===== config.mk =====
export PLATFORM = sky130hd
export DESIGN_NAME = mem_arbiter_flat
export DESIGN_NICKNAME = d
export VERILOG_FILES = /design/src/rtl/mem_arbiter_if.sv /design/src/rtl/mem_arbiter.sv /design/src/flat_wrapper.sv
export SDC_FILE = /design/constraint.sdc
export NUM_CORES = 1
export LEC_CHECK = 0
export CAP_MARGIN = 0
export CORE_AREA = 2 2 120 122
export DETAILED_ROUTE_END_ITERATION = 10
export DIE_AREA = 0 0 122 124
export GPL_ROUTABILITY_DRIVEN = 0
export PLACE_DENSITY = 0.73
export SLEW_MARGIN = 10
export SYNTH_ARGS = -nofsm -noshare
export SYNTH_HDL_FRONTEND = slang
export SYNTH_SLANG_ARGS = --single-unit

===== constraint.sdc =====
create_clock -name clk -period 2 [get_ports clk]
set_input_delay 0.4 -clock clk [delete_from_list [all_inputs] [get_ports clk]]
set_output_delay 0.4 -clock clk [all_outputs]
set_load 0.03 [all_outputs]

===== src/rtl/mem_arbiter_if.sv =====
// Requester and memory-side signal bundle for mem_arbiter.
// The slave modport is the arbiter's view; master is the environment's view.
interface mem_arbiter_if;
  logic        req0;
  logic        we0;
  logic [15:0] addr0;
  logic [31:0] wdata0;
  logic        ack0;
  logic [31:0] rdata0;
  logic        stall0;

  logic        req1;
  logic        we1;
  logic [15:0] addr1;
  logic [31:0] wdata1;
  logic        ack1;
  logic [31:0] rdata1;

  logic        mem_read;
  logic        mem_write;
  logic [15:0] mem_address;
  logic [31:0] mem_writedata;
  logic [31:0] mem_readdata;

  modport slave (
    input  req0, we0, addr0, wdata0,
    output ack0, rdata0, stall0,
    input  req1, we1, addr1, wdata1,
    output ack1, rdata1,
    output mem_read, mem_write, mem_address, mem_writedata,
    input  mem_readdata
  );

  modport master (
    output req0, we0, addr0, wdata0,
    input  ack0, rdata0, stall0,
    output req1, we1, addr1, wdata1,
    input  ack1, rdata1,
    input  mem_read, mem_write, mem_address, mem_writedata,
    output mem_readdata
  );
endinterface


===== src/rtl/mem_arbiter.sv =====
// Two-port round-robin arbiter and sequencer for a single-port data memory.
// All memory strobes, address and data are registered; acks pulse for one cycle.
module mem_arbiter #(
  parameter int unsigned WAIT_CYCLES = 0
) (
  input logic         clk,
  input logic         rst,
  mem_arbiter_if.slave bus
);

  typedef enum logic [1:0] {StIdle, StAccess, StDone} state_e;

  localparam logic [3:0] WaitInit = 4'(WAIT_CYCLES);

  state_e      state_q, state_d;
  logic [3:0]  cnt_q, cnt_d;
  logic        last_grant_q, last_grant_d;
  logic        gnt_q, gnt_d;
  logic        we_q, we_d;
  logic        ack0_q, ack0_d;
  logic        ack1_q, ack1_d;
  logic [31:0] rdata0_q, rdata0_d;
  logic [31:0] rdata1_q, rdata1_d;
  logic        mem_read_q, mem_read_d;
  logic        mem_write_q, mem_write_d;
  logic [15:0] mem_address_q, mem_address_d;
  logic [31:0] mem_writedata_q, mem_writedata_d;

  logic sel1;
  logic we_sel;

  // Port 1 wins when it alone requests, or on a tie when port 0 was served last.
  assign sel1   = bus.req1 && (!bus.req0 || !last_grant_q);
  assign we_sel = sel1 ? bus.we1 : bus.we0;

  always_comb begin
    state_d         = state_q;
    cnt_d           = cnt_q;
    last_grant_d    = last_grant_q;
    gnt_d           = gnt_q;
    we_d            = we_q;
    ack0_d          = 1'b0;
    ack1_d          = 1'b0;
    rdata0_d        = rdata0_q;
    rdata1_d        = rdata1_q;
    mem_read_d      = 1'b0;
    mem_write_d     = 1'b0;
    mem_address_d   = mem_address_q;
    mem_writedata_d = mem_writedata_q;

    case (state_q)
      StIdle: begin
        if (bus.req0 || bus.req1) begin
          gnt_d           = sel1;
          last_grant_d    = sel1;
          we_d            = we_sel;
          mem_address_d   = sel1 ? bus.addr1 : bus.addr0;
          mem_writedata_d = sel1 ? bus.wdata1 : bus.wdata0;
          cnt_d           = WaitInit;
          mem_read_d      = !we_sel;
          mem_write_d     = we_sel && (WaitInit == 4'd0);
          state_d         = StAccess;
        end
      end
      StAccess: begin
        if (cnt_q != 4'd0) begin
          cnt_d       = cnt_q - 4'd1;
          mem_read_d  = !we_q;
          // Write strobe only in the last access cycle: one write per access.
          mem_write_d = we_q && (cnt_q == 4'd1);
        end else begin
          state_d = StDone;
          if (!we_q) begin
            if (gnt_q) rdata1_d = bus.mem_readdata;
            else       rdata0_d = bus.mem_readdata;
          end
          ack0_d = !gnt_q;
          ack1_d = gnt_q;
        end
      end
      StDone: begin
        state_d = StIdle;
      end
      default: begin
        state_d = StIdle;
      end
    endcase
  end

  always_ff @(posedge clk) begin
    if (rst) begin
      state_q         <= StIdle;
      cnt_q           <= 4'd0;
      last_grant_q    <= 1'b1;
      gnt_q           <= 1'b0;
      we_q            <= 1'b0;
      ack0_q          <= 1'b0;
      ack1_q          <= 1'b0;
      rdata0_q        <= 32'd0;
      rdata1_q        <= 32'd0;
      mem_read_q      <= 1'b0;
      mem_write_q     <= 1'b0;
      mem_address_q   <= 16'd0;
      mem_writedata_q <= 32'd0;
    end else begin
      state_q         <= state_d;
      cnt_q           <= cnt_d;
      last_grant_q    <= last_grant_d;
      gnt_q           <= gnt_d;
      we_q            <= we_d;
      ack0_q          <= ack0_d;
      ack1_q          <= ack1_d;
      rdata0_q        <= rdata0_d;
      rdata1_q        <= rdata1_d;
      mem_read_q      <= mem_read_d;
      mem_write_q     <= mem_write_d;
      mem_address_q   <= mem_address_d;
      mem_writedata_q <= mem_writedata_d;
    end
  end

  assign bus.ack0          = ack0_q;
  assign bus.ack1          = ack1_q;
  assign bus.rdata0        = rdata0_q;
  assign bus.rdata1        = rdata1_q;
  assign bus.stall0        = bus.req0 & ~ack0_q;
  assign bus.mem_read      = mem_read_q;
  assign bus.mem_write     = mem_write_q;
  assign bus.mem_address   = mem_address_q;
  assign bus.mem_writedata = mem_writedata_q;

endmodule


===== src/flat_wrapper.sv =====
// flat-port wrapper written by rule: the top's interface ports become plain ports
module mem_arbiter_flat 
#(
  parameter int unsigned WAIT_CYCLES = 0
)
  (clk, rst, bus_req0, bus_we0, bus_addr0, bus_wdata0, bus_ack0, bus_rdata0, bus_stall0, bus_req1, bus_we1, bus_addr1, bus_wdata1, bus_ack1, bus_rdata1, bus_mem_read, bus_mem_write, bus_mem_address, bus_mem_writedata, bus_mem_readdata);
  mem_arbiter_if bus_i ();
  input logic clk;
  input logic rst;
  input wire logic [$bits(bus_i.req0)-1:0] bus_req0;
  input wire logic [$bits(bus_i.we0)-1:0] bus_we0;
  input wire logic [$bits(bus_i.addr0)-1:0] bus_addr0;
  input wire logic [$bits(bus_i.wdata0)-1:0] bus_wdata0;
  output wire logic [$bits(bus_i.ack0)-1:0] bus_ack0;
  output wire logic [$bits(bus_i.rdata0)-1:0] bus_rdata0;
  output wire logic [$bits(bus_i.stall0)-1:0] bus_stall0;
  input wire logic [$bits(bus_i.req1)-1:0] bus_req1;
  input wire logic [$bits(bus_i.we1)-1:0] bus_we1;
  input wire logic [$bits(bus_i.addr1)-1:0] bus_addr1;
  input wire logic [$bits(bus_i.wdata1)-1:0] bus_wdata1;
  output wire logic [$bits(bus_i.ack1)-1:0] bus_ack1;
  output wire logic [$bits(bus_i.rdata1)-1:0] bus_rdata1;
  output wire logic [$bits(bus_i.mem_read)-1:0] bus_mem_read;
  output wire logic [$bits(bus_i.mem_write)-1:0] bus_mem_write;
  output wire logic [$bits(bus_i.mem_address)-1:0] bus_mem_address;
  output wire logic [$bits(bus_i.mem_writedata)-1:0] bus_mem_writedata;
  input wire logic [$bits(bus_i.mem_readdata)-1:0] bus_mem_readdata;
  assign bus_i.req0 = bus_req0;
  assign bus_i.we0 = bus_we0;
  assign bus_i.addr0 = bus_addr0;
  assign bus_i.wdata0 = bus_wdata0;
  assign bus_ack0 = bus_i.ack0;
  assign bus_rdata0 = bus_i.rdata0;
  assign bus_stall0 = bus_i.stall0;
  assign bus_i.req1 = bus_req1;
  assign bus_i.we1 = bus_we1;
  assign bus_i.addr1 = bus_addr1;
  assign bus_i.wdata1 = bus_wdata1;
  assign bus_ack1 = bus_i.ack1;
  assign bus_rdata1 = bus_i.rdata1;
  assign bus_mem_read = bus_i.mem_read;
  assign bus_mem_write = bus_i.mem_write;
  assign bus_mem_address = bus_i.mem_address;
  assign bus_mem_writedata = bus_i.mem_writedata;
  assign bus_i.mem_readdata = bus_mem_readdata;
  mem_arbiter #(.WAIT_CYCLES(WAIT_CYCLES)) u_core (.clk(clk), .rst(rst), .bus(bus_i));
endmodule

# After elaboration in Yosys (flattened, before gate mapping)
# Index checks and enable logic that the tools add are counted.
op_classes:
  eq_ne: 5
  n_div: 0
  muxes: 15
  n_lt_le_gt_ge: 0
  shifts: 0
  addsub: 1
  n_reduce_logical: 18
  bitwise: 6
  mul: 0
ops:
  columns: ["operator", "n"]
  rows:
  - ["$mux 32", 1]
  - ["$mux 16", 1]
  - ["$mux 4", 2]
  - ["$pmux 4 s2", 1]
  - ["$reduce_and 4->1", 2]
  - ["$logic_not 1->1", 5]
  - ["$mux 1", 5]
  - ["$not 1->1", 5]
  - ["$eq 4x1->1 const B", 1]
  - ["$mux 2", 2]
  - ["$ne 2x1->1 const B", 2]
  - ["$pmux 1 s2", 2]
  - ["$pmux 2 s2", 1]
  - ["$reduce_and 2->1", 2]
  - ["$reduce_bool 4->1", 1]
  - ["$sub 4x1->4 const B", 1]
  - ["$reduce_and 3->1", 1]
  - ["$reduce_or 3->1", 1]
  - ["$eq 2x1->1 const B", 1]
  - ["$logic_and 1x1->1", 2]
  - ["$logic_not 2->1", 1]
  - ["$logic_or 1x1->1", 2]
  - ["$ne 2x2->1 const B", 1]
  - ["$reduce_bool 2->1", 1]
  - ["$and 1x1->1", 1]
totals:
  latchBits: 0
  in_bits: 134
  romBits: 0
  mem_count: 0
  out_inout_bits: 117
  ff_bits: 125
  ramBits: 0

# Logic depth before layout (Yosys ltp)
depth:
  ltp_word: 7
  mapped_depth: 9
  ltp_nobuf: 6

# Least setup slack after synthesis
# Ideal clock, no wire load.
synth_path:
  path_kind: "register -> register"
  from: "register u_core.cnt_q[0]"
  to: "register u_core.rdata0_q[14], in the netlist u_core.bus.rdata0[14]"
  synth_period_minus_slack_ps: 2006
  stages_incl_launch_ff: 10
  arrival_ps: 1874
  path_slack_ps: -6
  path_cell_list: "dfxtp_1 > inv_1 > ha_1 > or3b_1 > buf_6 > or4_4 > buf_6 > buf_6 > nand2_1 > a21oi_1"
synth_via:
  elab_chain_len: 3
synth_lines:
  columns: ["item", "line_no", "text"]
  rows:
  - ["from (decl)", "mem_arbiter.sv:16", "logic [3:0] cnt_q, cnt_d;"]
  - ["from (signal assigned)", "mem_arbiter.sv:107", "cnt_q <= cnt_d;"]
  - ["$reduce_bool 4->1", "mem_arbiter.sv:66", "if (cnt_q != 4'd0) begin"]
  - ["$not 1->1 (no line)", null, null]
  - ["$reduce_and 4->1 (no line)", null, null]
  - ["to (signal assigned)", "mem_arbiter.sv:113", "rdata0_q <= rdata0_d;"]
  - ["to (decl)", "mem_arbiter.sv:22", "logic [31:0] rdata0_q, rdata0_d;"]
# No other way between the ends.
# A chain may end at the register's enable or synchronous reset.

# Final worst setup path
layout_path:
  from: "register u_core.cnt_q[0]"
  to: "register u_core.rdata0_q[12], in the netlist u_core.bus.rdata0[12]"
# The elaborated chain is that of the path after synthesis.

==> results.cfg <==
[outcome]
status = complete, no violations

[clock_tree]
clock_sinks = 125
path_clk_slew_ps = 50
cts_hold_buf = 0
clk_latency_ps = 400
htreeDepth = 4
numCtsBuffers = 17
cts_root_buf = clkbuf_16
clock_path_buffers = 2
cts_tree = built

[synthesis]
ys_ff_latch = 125
ys_types = 34
seq_area_frac_synth_pct = 52.52
synth_warnings = 0
netlist_instances = 551
synth-edff-count = 0
synth_area_leaders = dfxtp_1 (53%), nand2_1 (13%), mux2i_1 (10%)
yosys.area.top_type = dfxtp_1
syn_nets = 687
yosysTopAreaCellShare_pct = 52.52
synthArstFlopShare_pct = 0
synthFlopType = dfxtp_1
netlist_area_um2 = 4765
syn_area_per_cell_um2 = 8.647

[timing]
fmax_mhz = 516.2
hold_violations = 0
tightestPinTransition_ps = 499.7
fin_skew_ps = 7.165
slew_headroom_pct = 66.56
fin_setup_tns_ps = 0
slew_viol_final = 0
finalSetupViolCount = 0
fin_crit_ps = 1937
period_share_pct = 96.85

[routing]
wl_um = 16130
wl_per_cell_um = 16.15
drt_iter0_drc = 274
firstDrtPassIters = 5
drcViolationCount = 0
vias = 4869
vias_per_cell = 4.874
ant_nets = 0

[floorplan]
core_um2 = 13720
die_height_um = 124
die_w_um = 122
io_pins = 251
floorplan.initialDensity_pct = 34.73
die-area_um2 = 15130
num_rows = 43

[worst_setup_path]
endpoint_kind = flop
worstPathRequired_ps = 2330
crit_path_max_fanout = 8
start_kind = flop
crit_type = flop to flop
crit_chain = inv_4, ha_4, or3b_4, buf_6, nor4_4, buf_4, clkbuf_16, nand2_1, a21oi_2
crit_slowest_cell = or3b_4
crit_path_max_incr_delay_ps = 410
cp.arrival_ps = 2270

[hold_path]
hp-class = input port to flop

[final_layout]
fin_area_um2 = 8320
antenna_cells = 0
final_cell_mix = clkdlybuf4s50_1 (248), nand2_1 (166), dfxtp_1 (123), a21oi_1 (58), mux2i_1 (49)
fillers = 1167
area_growth_pct = 74.63
fin_nets = 944
drive_gt1_share_pct = 10.87
final_common_cell = clkdlybuf4s50_1
instances_no_fill = 999

[grt]
grt_pass1_vias = 4831
grt_max_degree = 65
grtUsageTotal_pct = 20.67
grt_pass1_wl_um = 24010
antenna_found_initial = 0
gr-total-overflow = 0

[placement]
dp_hpwl_um = 10830
placed_area_um2 = 7505
numPortBuffers = 250
dp.cells = 957

[power_and_ir_drop]
ir_worst_vdd_mv = 0.5479
p_leak_nw = 3.016
pwr-share-comb_pct = 20.0
swShare_pct = 25.57
internal_power_mw = 5.546
p_seq_share_pct = 37.1
power_density_nw_per_um2 = 895.5
p_sw_mw = 1.905
pwr-share-clk_pct = 42.9

[flow_run]
max-cap-violations = 0
cells in the mapped netlist, types with 2 or more instances:
| master | n |
|---|---|
| a21oi_1 | 68 |
| and2_1 | 3 |
| buf_2 | 8 |
| buf_6 | 5 |
| clkbuf_1 | 26 |
| dfxtp_1 | 125 |
| ha_1 | 2 |
| inv_1 | 3 |
| mux2i_1 | 49 |
| nand2_1 | 167 |
| nand2_2 | 12 |
| nand3_1 | 5 |
| nor2_1 | 4 |
| nor2b_1 | 3 |
| nor3_1 | 2 |
| nor4_1 | 2 |
| o21ai_0 | 48 |
| or2_2 | 2 |
| xnor2_1 | 2 |
final timing paths:
| check | startpoint | to | slack [ps] | depth (start not counted) |
|---|---|---|---|---|
| worst max-delay path | u_core.cnt_q[0] | u_core.bus.rdata0[12] | 60 | 9 |
| worst min-delay path | rst | u_core.cnt_q[1] | 340 | 2 |
| worst max register to register | u_core.cnt_q[0] | u_core.bus.rdata0[12] | 60 | 9 |
| worst min register to register | u_core.bus.rdata1[16] | u_core.bus.rdata1[16] | 450 | 2 |
logic make-up (layout without fill, tap and decap cells):
| kind of cell | after synthesis | after routing | synth area share (%) |
|---|---|---|---|
| AO/OA/AOI/OAI | 123 | 123 | 13.29 |
| XOR/XNOR | 2 | 2 | 0.3677 |
| adder cells (fa/ha/maj) | 2 | 2 | 0.5251 |
| buffers and inverters | 42 | 308 | 4.307 |
| flip-flops | 125 | 125 | 52.52 |
| multiplexers | 49 | 49 | 10.29 |
| AND/OR/NAND/NOR | 208 | 210 | 18.70 |
through the flow:
stage	setup WS (ps)	total power [mW]	util, %	hold slack (ps)
2_1_floorplan	50.81	3.493	-	449.2
3_3_place_gp	77.60	4.204	54.70	433.9
3_5_place_dp	8.517	4.227	54.70	442.6
4_1_cts	-8.554	7.496	59.69	325.3
5_1_grt	-24.63	7.741	60.65	353.9
6_report	62.90	7.451	60.65	341.8
registers in the layout (all words and copies together) (netlist names), 2 cells and up:
name / cells
u_core.bus.mem_writedata: 32
u_core.bus.rdata0: 32
u_core.bus.rdata1: 32
u_core.bus.mem_address: 16
u_core.cnt_q: 4
u_core.state_q: 2
metal layers:
| metal | vias up | GRT usage (%) | share of wire, % |
|---|---|---|---|
| met4 | 0 | 6.753 | 1.9 |
| met2 | 233 | 36.17 | 49 |
| met3 | 24 | 8.471 | 10 |
| met1 | 2245 | 22.80 | 39 |
| li1 | 2367 | - | - |
| met5 | - | 0 | 0 |
power groups by stage:
stage               clock network (mW)  logic, mW  registers (mW)
finish                            3.20       1.49            2.77
CTS                               3.26       1.46            2.77
detailed placement                   0       1.42            2.81
global placement                     0       1.40            2.80
global route                      3.38       1.58            2.78
floorplan                            0      0.379            3.11
worst max-delay path, delay by kind of cell, from the launching register on:
family	cells	cell delay (ps)
AND/OR/NAND/NOR	3	700
adder cells (fa/ha/maj)	1	130
flip-flops	1	360
buffers and inverters	4	560
AO/OA/AOI/OAI	1	120
what timing repair did:
item / CTS / global route
buffers inserted: 1 / 6
gates cloned: 3 / 2
hold endpoints to repair: 0 / 0
pin swaps: 3 / 3
setup endpoints to repair: 3 / 32
resized for setup: 4 / 18
area by class of cell:
class	instances	area (um^2)	share of cell area [%]
clock buffer	24	481.7	5.789
clock inverter	6	133.9	1.609
inverter	3	13.76	0.1654
multi-input combinational	386	2158	25.94
sequential	125	2507	30.14
tap	180	225.2	2.707
timing repair buffer	275	2800	33.65
Power figures use the tool's default switching activity.
